--- src/rtl/trace_filter_stream.sv ---
// trace_filter_stream: pipelined control-flow trace filter.
// Classifies retired (pc, instr) pairs against fixed control-flow classes
// and programmable mask/match rules, then forwards or drops each entry
// according to the filter mode. Keeps saturating pass/drop counters.
// Optional feature macro: TRACE_FILTER_PC_RANGE_EN adds an inclusive
// pc_lo/pc_hi window (cfg regs 12/13) that qualifies every keep decision.
module trace_filter_stream #(
  parameter int PC_WIDTH  = 32,
  parameter int NUM_RULES = 4,
  parameter int CNT_WIDTH = 32,
  parameter int RV32      = 1
) (
  input  logic                 clk,
  input  logic                 rst,
  input  logic                 in_valid,
  output logic                 in_ready,
  input  logic [PC_WIDTH-1:0]  in_pc,
  input  logic [31:0]          in_instr,
  output logic                 out_valid,
  input  logic                 out_ready,
  output logic [PC_WIDTH-1:0]  out_pc,
  output logic [31:0]          out_instr,
  output logic [6:0]           out_class,
  input  logic                 cfg_wr_en,
  input  logic [3:0]           cfg_addr,
  input  logic [31:0]          cfg_wdata,
  output logic [CNT_WIDTH-1:0] pass_count,
  output logic [CNT_WIDTH-1:0] drop_count
);

  // Rule storage keeps at least one slot so the arrays stay legal when
  // NUM_RULES is 0; unused slots never hit and are never written.
  localparam int NR = (NUM_RULES > 0) ? NUM_RULES : 1;

  localparam logic [3:0] ADDR_MODE     = 4'd0;
  localparam logic [3:0] ADDR_CLASS_EN = 4'd1;
  localparam logic [3:0] ADDR_CLEAR    = 4'd15;

  localparam logic [1:0] MODE_PASS_ALL   = 2'd0;
  localparam logic [1:0] MODE_KEEP_MATCH = 2'd1;
  localparam logic [1:0] MODE_DROP_MATCH = 2'd2;
  localparam logic [1:0] MODE_DROP_ALL   = 2'd3;

  // Configuration state
  logic [1:0]  mode_reg;
  logic [6:0]  class_en_reg;
  logic [31:0] mask_reg  [NR];
  logic [31:0] match_reg [NR];

  // Pipeline stage s1
  logic                s1_valid_reg;
  logic                s1_keep_reg;
  logic [PC_WIDTH-1:0] s1_pc_reg;
  logic [31:0]         s1_instr_reg;
  logic [6:0]          s1_class_reg;

  // Counters
  logic [CNT_WIDTH-1:0] pass_count_reg;
  logic [CNT_WIDTH-1:0] drop_count_reg;

  // Decode / classification
  logic [6:0]    cls;
  logic          is_compressed;
  logic [NR-1:0] rule_hit;
  logic          match;
  logic          mode_keep;
  logic          in_range;
  logic          keep;
  logic          rule_addr_ok;
  logic          cnt_clear;

  // Handshake
  logic accept;
  logic retire;

  // Built-in control-flow classes, purely from the instruction word
  always_comb begin
    cls           = '0;
    is_compressed = (in_instr[1:0] != 2'b11);
    cls[0] = (in_instr[6:0] == 7'b1100011);
    cls[1] = (in_instr[6:0] == 7'b1101111);
    cls[2] = (in_instr[6:0] == 7'b1100111);
    cls[3] = is_compressed && (in_instr[1:0] == 2'b01) && (in_instr[15:14] == 2'b11);
    cls[4] = is_compressed && (in_instr[1:0] == 2'b01) &&
             ((in_instr[15:13] == 3'b101) ||
              ((RV32 != 0) && (in_instr[15:13] == 3'b001)));
    cls[5] = is_compressed && (in_instr[1:0] == 2'b10) &&
             (in_instr[15:13] == 3'b100) && (in_instr[6:2] == 5'd0) &&
             (in_instr[11:7] != 5'd0);
    cls[6] = (in_instr == 32'h1050_0073);
  end

  // A rule with an all-zero mask is disabled rather than matching everything
  genvar gi;
  generate
    for (gi = 0; gi < NR; gi++) begin : g_rule
      if (gi < NUM_RULES) begin : g_active
        assign rule_hit[gi] = (mask_reg[gi] != 32'd0) &&
                              ((in_instr & mask_reg[gi]) == match_reg[gi]);
      end else begin : g_unused
        assign rule_hit[gi] = 1'b0;
      end
    end
  endgenerate

  assign match = (|(cls & class_en_reg)) | (|rule_hit);

  // Mode selects how the match result turns into a keep decision
  always_comb begin
    mode_keep = 1'b1;
    case (mode_reg)
      MODE_PASS_ALL:   mode_keep = 1'b1;
      MODE_KEEP_MATCH: mode_keep = match;
      MODE_DROP_MATCH: mode_keep = !match;
      MODE_DROP_ALL:   mode_keep = 1'b0;
      default:         mode_keep = 1'b1;
    endcase
  end

`ifdef TRACE_FILTER_PC_RANGE_EN
  logic [PC_WIDTH-1:0] pc_lo_reg;
  logic [PC_WIDTH-1:0] pc_hi_reg;

  // Regs 12/13 belong to the pc window, so a sixth rule cannot be written
  assign rule_addr_ok = (cfg_addr != 4'd12) && (cfg_addr != 4'd13);
  // Inclusive unsigned window; an inverted window rejects every pc
  assign in_range     = (in_pc >= pc_lo_reg) && (in_pc <= pc_hi_reg);

  // pc window registers, reset to the full address space
  always_ff @(posedge clk) begin
    if (rst) begin
      pc_lo_reg <= '0;
      pc_hi_reg <= '1;
    end else if (cfg_wr_en) begin
      if (cfg_addr == 4'd12) pc_lo_reg <= cfg_wdata[PC_WIDTH-1:0];
      if (cfg_addr == 4'd13) pc_hi_reg <= cfg_wdata[PC_WIDTH-1:0];
    end
  end
`else
  assign rule_addr_ok = 1'b1;
  assign in_range     = 1'b1;
`endif

  assign keep = mode_keep & in_range;

  // Configuration register file; a write is seen by entries accepted later
  always_ff @(posedge clk) begin
    if (rst) begin
      mode_reg     <= MODE_KEEP_MATCH;
      class_en_reg <= 7'h7F;
      for (int k = 0; k < NR; k++) begin
        mask_reg[k]  <= '0;
        match_reg[k] <= '0;
      end
    end else if (cfg_wr_en) begin
      if (cfg_addr == ADDR_MODE)     mode_reg     <= cfg_wdata[1:0];
      if (cfg_addr == ADDR_CLASS_EN) class_en_reg <= cfg_wdata[6:0];
      for (int k = 0; k < NUM_RULES; k++) begin
        if (rule_addr_ok && (cfg_addr == 4'(2 + 2 * k))) mask_reg[k]  <= cfg_wdata;
        if (rule_addr_ok && (cfg_addr == 4'(3 + 2 * k))) match_reg[k] <= cfg_wdata;
      end
    end
  end

  // A dropped entry leaves s1 on its own; a kept one waits for out_ready
  assign retire   = s1_valid_reg && (!s1_keep_reg || out_ready);
  assign in_ready = !s1_valid_reg || !s1_keep_reg || out_ready;
  assign accept   = in_valid && in_ready;

  // Single output stage: load on accept, empty on retire without refill
  always_ff @(posedge clk) begin
    if (rst) begin
      s1_valid_reg <= 1'b0;
      s1_keep_reg  <= 1'b0;
      s1_pc_reg    <= '0;
      s1_instr_reg <= '0;
      s1_class_reg <= '0;
    end else if (accept) begin
      s1_valid_reg <= 1'b1;
      s1_keep_reg  <= keep;
      s1_pc_reg    <= in_pc;
      s1_instr_reg <= in_instr;
      s1_class_reg <= cls;
    end else if (retire) begin
      s1_valid_reg <= 1'b0;
    end
  end

  assign cnt_clear = cfg_wr_en && (cfg_addr == ADDR_CLEAR);

  // Saturating retire counters; a clear beats a same-cycle increment
  always_ff @(posedge clk) begin
    if (rst || cnt_clear) begin
      pass_count_reg <= '0;
      drop_count_reg <= '0;
    end else if (retire) begin
      if (s1_keep_reg && (pass_count_reg != '1))
        pass_count_reg <= pass_count_reg + CNT_WIDTH'(1);
      if (!s1_keep_reg && (drop_count_reg != '1))
        drop_count_reg <= drop_count_reg + CNT_WIDTH'(1);
    end
  end

  assign out_valid  = s1_valid_reg && s1_keep_reg;
  assign out_pc     = s1_pc_reg;
  assign out_instr  = s1_instr_reg;
  assign out_class  = s1_class_reg;
  assign pass_count = pass_count_reg;
  assign drop_count = drop_count_reg;

endmodule

--- config.mk ---
export PLATFORM = sky130hd
export DESIGN_NAME = trace_filter_stream
export DESIGN_NICKNAME = d
export VERILOG_FILES = /design/src/rtl/trace_filter_stream.sv
export SDC_FILE = /design/constraint.sdc
export NUM_CORES = 1
export LEC_CHECK = 0
export BUFFER_PORTS_ARGS = -buffer_cell sky130_fd_sc_hd__buf_2
export CAP_MARGIN = 30
export CORE_ASPECT_RATIO = 1.2
export CORE_UTILIZATION = 55
export CTS_CLUSTER_DIAMETER = 50
export CTS_CLUSTER_SIZE = 24
export DETAILED_ROUTE_END_ITERATION = 8
export PLACE_DENSITY = 0.82
export SYNTH_ARGS = -nofsm -noshare
export SYNTH_HDL_FRONTEND = slang
export SYNTH_SLANG_ARGS = --single-unit
--- constraint.sdc ---
create_clock -name clk -period 5.7 [get_ports clk]
set_input_delay 1.425 -clock clk [delete_from_list [all_inputs] [get_ports clk]]
set_output_delay 1.425 -clock clk [all_outputs]
set_load 0.01 [all_outputs]
Yosys cells after proc, flatten, opt, wreduce, memory -nomap -nowiden
Memories as Yosys holds them, arrays and structs flattened.
Index checks and enable logic that the tools add are counted.
Widths: inputs -> output; s select.
{ "classes": {"n_reduce_logical": 40, "n_eq_ne": 30, "bitwise_logic": 14, "n_mux": 45, "addsub": 2} }
{ "ops": {"columns": ["cell", "n"], "rows": [
  ["$mux 32", 8],
  ["$and 32x32->32", 4],
  ["$eq 32x32->1", 4],
  ["$reduce_bool 32->1", 4],
  ["$add 32x1->32 const B", 2],
  ["$ne 32x32->1 const B", 2],
  ["$mux 1", 36],
  ["$eq 32x29->1 const B", 1],
  ["$eq 7x7->1 const B", 3],
  ["$logic_and 1x1->1", 17],
  ["$eq 4x3->1 const B", 4],
  ["$eq 4x4->1 const B", 3],
  ["$or 1x1->1", 9],
  ["$eq 2x2->1 const B", 4],
  ["$eq 4x2->1 const B", 2],
  ["$reduce_and 2->1", 4],
  ["$and 7x7->7", 1],
  ["$reduce_or 7->1", 1],
  ["$eq 3x3->1 const B", 2],
  ["$logic_not 5->1", 1],
  ["$logic_or 1x1->1", 5],
  ["$reduce_bool 5->1", 1],
  ["$eq 2x1->1 const B", 2],
  ["$eq 4x1->1 const B", 1],
  ["other kinds (8)", 10]
]} }
{ "totals": {"elab_cells": 142, "out_inout_bits": 137, "ramBits": 256, "input_bits": 105, "n_memories": 2, "regBits": 146} }
{ "mem_list": {"columns": ["memory", "words", "word_bits", "rd", "rd_ports_with_merged_regs", "write_ports", "line", "rtl"], "rows": [
  ["mask_reg", 4, 32, 4, 0, 4, "47", "logic [31:0] mask_reg [NR];"],
  ["match_reg", 4, 32, 4, 0, 4, "48", "logic [31:0] match_reg [NR];"]
]} }

Longest topological paths before layout
{ "logic_depth": {"depth_word": 10, "mapped_depth": 10} }

Worst setup path after synthesis
No wires, ideal clock.
{ "synth_timing": {"path_type": "input to register", "start": "input cfg_addr[3]", "end": "memory mask_reg[1][0], enable pin", "setup_ns": 0.470, "t_required_ns": 5.230, "arrival_time_ns": 4.142, "setup_slack_ns": 1.088, "cell_stages": 2, "path_cell_list": "nand3b_1 -> o31ai_1"} }
{ "synth_lines": {"columns": ["element", "line", "rtl"], "rows": [
  ["from (decl)", "25", "input logic [3:0] cfg_addr,"],
  ["to (decl)", "47", null]
]} }

Worst setup path in the final report
{ "layout_timing": {"start": "input out_ready", "end": "output in_ready"} }
{ "layout_between": {"elab_chain_cells": 1} }
{ "layout_lines": {"columns": ["element", "line", "rtl"], "rows": [
  ["from (decl)", "20", "input logic out_ready,"],
  ["$logic_or 1x1->1", "167", "assign in_ready = !s1_valid_reg || !s1_keep_reg || out_ready;"],
  ["to (decl)", "16", "output logic in_ready,"]
]} }
Every way passes these cells.

==> results.cfg <==
[outcome]
status = finished clean

[hold_path]
hp-class = reg2reg
hold_path_depth = 2

[timing]
fin_skew_ps = 25.58
whs_ps = 452.5
post-route-period-util_pct = 60.48
fin_tns_setup_ps = 0
worst_pin_slew_ps = 925.1
hold_viol = 0
setup_viol = 0
period_minus_slack_ps = 3447
worst_slew_margin_rel_pct = 38.33
max_freq_ghz = 0.2901
rsz0062_at_grt = no
drv_slew = 0

[global_route]
antenna_found_initial = 6
grt_max_degree = 84
grt_pass1_wl_mm = 81.10
track_usage_pct = 32.98
grt_pass1_vias = 13340
grt_remaining_overflow = 0

[die]
ios = 242
start_util_pct = 55.64
die_area_um2 = 33260
core-area_um2 = 32160
die_w_um = 166.7
row_count = 72
dieHeight_um = 199.6

[job]
max_cap_violations = 0

[power_and_ir_drop]
sw_frac_of_total_pct = 25.06
clkPwrFrac_pct = 40.1
pwr-share-seq_pct = 51.7
power_frac_comb_pct = 8.1
internal-power_uw = 4817
power.switching_uw = 1611
ir_drop_v = 0.0002795
p_leak_uw = 0.008061
powerDensity_nw_per_um2 = 307.1

[route]
drc = 0
num_vias = 14120
viasPerCell = 6.064
drt-met1-wl_mm = 19.72
dr.pass1.iters = 6
wl_met2_mm = 25.26
drt_iter0_markers = 1824
ant_nets = 0
wl_met3_mm = 6.164
wl_per_cell_um = 23.50
routed_wl_mm = 54.73
top_layer = met5

[place]
placed_cells = 2263
io_buffers = 241
place_congestion = 1.032
hpwl_mm = 38.60

[synth]
synth_nets = 1775
syn-mean-instance-area_um2 = 10.73
syn_inst = 1668
ys_ff_latch = 402
ys_seq_area_share_pct = 59.30
yosysMostFrequentCell = and2_1
syn_area_um2 = 17890
synth-edff-count = 256
synth_common_cells = 261 x and2_1, 256 x edfxtp_1, 251 x nand2_1, 146 x dfxtp_1, 108 x a21oi_1
ys_async_sr_fraction_pct = 0
yosys.area.top_type_share_pct = 42.96
synth-main-ff-cell = edfxtp_1
synthTopCellsByArea = edfxtp_1 43%, dfxtp_1 16%, and2_1 9.1%
yosys_warnings = 0
yosysTopAreaCell = edfxtp_1
synth.distinct_cells = 53

[cts]
path_clk_slew_ps = 80
ctsLongestPathBuffers = 3
cts_hold_buf = 0
cts_buffers = 34
postCtsSetupBuffers = 0
clk_latency_ps = 550
clock_sinks = 402
cts_resized = 0
tritoncts = built
root_buffer = clkbuf_16
htreeDepth = 2

[setup_path]
rr_worst_depth = 7
critical_path_required_ps = 4280
criticalPathCategory = in2out
crit_arrival_ps = 2020
start_kind = primary input
cp-end-kind = output port
path_max_fanout = 4

[finish]
drive_gt1_share_pct = 18.29
syn_to_final_growth_pct = 16.98
stdcell_count = 2329
final_nets = 2000
## critical path, stage by stage
cell and delay, ps:
buf_2 110, or2_2 330, buf_2 160
## metrics by stage
step | total power [uW] | cell area, um2 | utilization [%] | setup slack [ps]
floorplan | 3610 | 17890 | - | 1088
global placement | 3868 | 19570 | 60.86 | 2035
detailed placement | 3891 | 19660 | 61.11 | 2006
CTS | 6420 | 20900 | 65.00 | 2255
global route | 6589 | 20930 | 65.07 | 2239
finish | 6427 | 20930 | 65.08 | 2253
## kinds of logic after synthesis
logic type,after synthesis,synth area share (%)
AND/OR/NAND/NOR,846,25.21
flip-flops,402,59.30
AO/OA/AOI/OAI,184,6.300
XOR/XNOR,132,6.461
buffers and inverters,92,2.028
multiplexers,10,0.5664
adder cells (fa/ha/maj),2,0.1398
## path summary, 6_finish.rpt
path	start	end	slack, ps
worst min-delay path	out_pc[5]$_SDFFE_PP0P_	out_pc[5]$_SDFFE_PP0P_	450
worst max register to register	drop_count[17]$_SDFFE_PP0P_	drop_count[14]$_SDFFE_PP0P_	3000
worst max-delay path	out_ready	in_ready	2250
worst min register to register	out_pc[5]$_SDFFE_PP0P_	out_pc[5]$_SDFFE_PP0P_	450
## power groups by stage
| stage | sequential (uW) | clock (uW) | combinational [uW] |
|---|---|---|---|
| 2_1_floorplan | 3370 | 0 | 238 |
| 3_3_place_gp | 3380 | 0 | 490 |
| 3_5_place_dp | 3380 | 0 | 506 |
| 4_1_cts | 3320 | 2590 | 508 |
| 5_1_grt | 3340 | 2710 | 547 |
| 6_report | 3320 | 2580 | 524 |
## layer usage
layer / vias to the layer above / track usage (%)
met5: - / 0
met4: 6 / 20.78
met3: 199 / 7.407
met2: 933 / 53.00
met1: 6665 / 40.63
li1: 6319 / -
## cell usage in the layout (no fill, tap or decap), types with 9 or more instances in the layout
master	instances
and2_1	260
edfxtp_1	256
nand2_1	250
buf_2	241
dfxtp_1	146
a21oi_1	108
xnor2_1	103
nor2_1	74
nor4_1	62
nand3_1	44
clkbuf_16	37
nand4_1	34
and3_1	30
xor2_1	29
buf_4	19
nor3_1	17
inv_1	16
a211oi_1	14
or3_1	13
a21o_1	12
a21boi_0	12
and3b_1	12
o22a_1	12
or4_1	9
o21ai_0	9
mux2i_1	9
## layout make-up
class                      count  area (um2)
timing repair buffer         264        1451
multi-input combinational   1174        7041
inverter                      17       63.81
clock buffer                  40       937.1
sequential                   402       10610
fill                        2432       11230
clock inverter                22       311.5
tap                          407       509.2
antenna                        3       7.507
No activity file was read; power rests on OpenSTA's default activity.
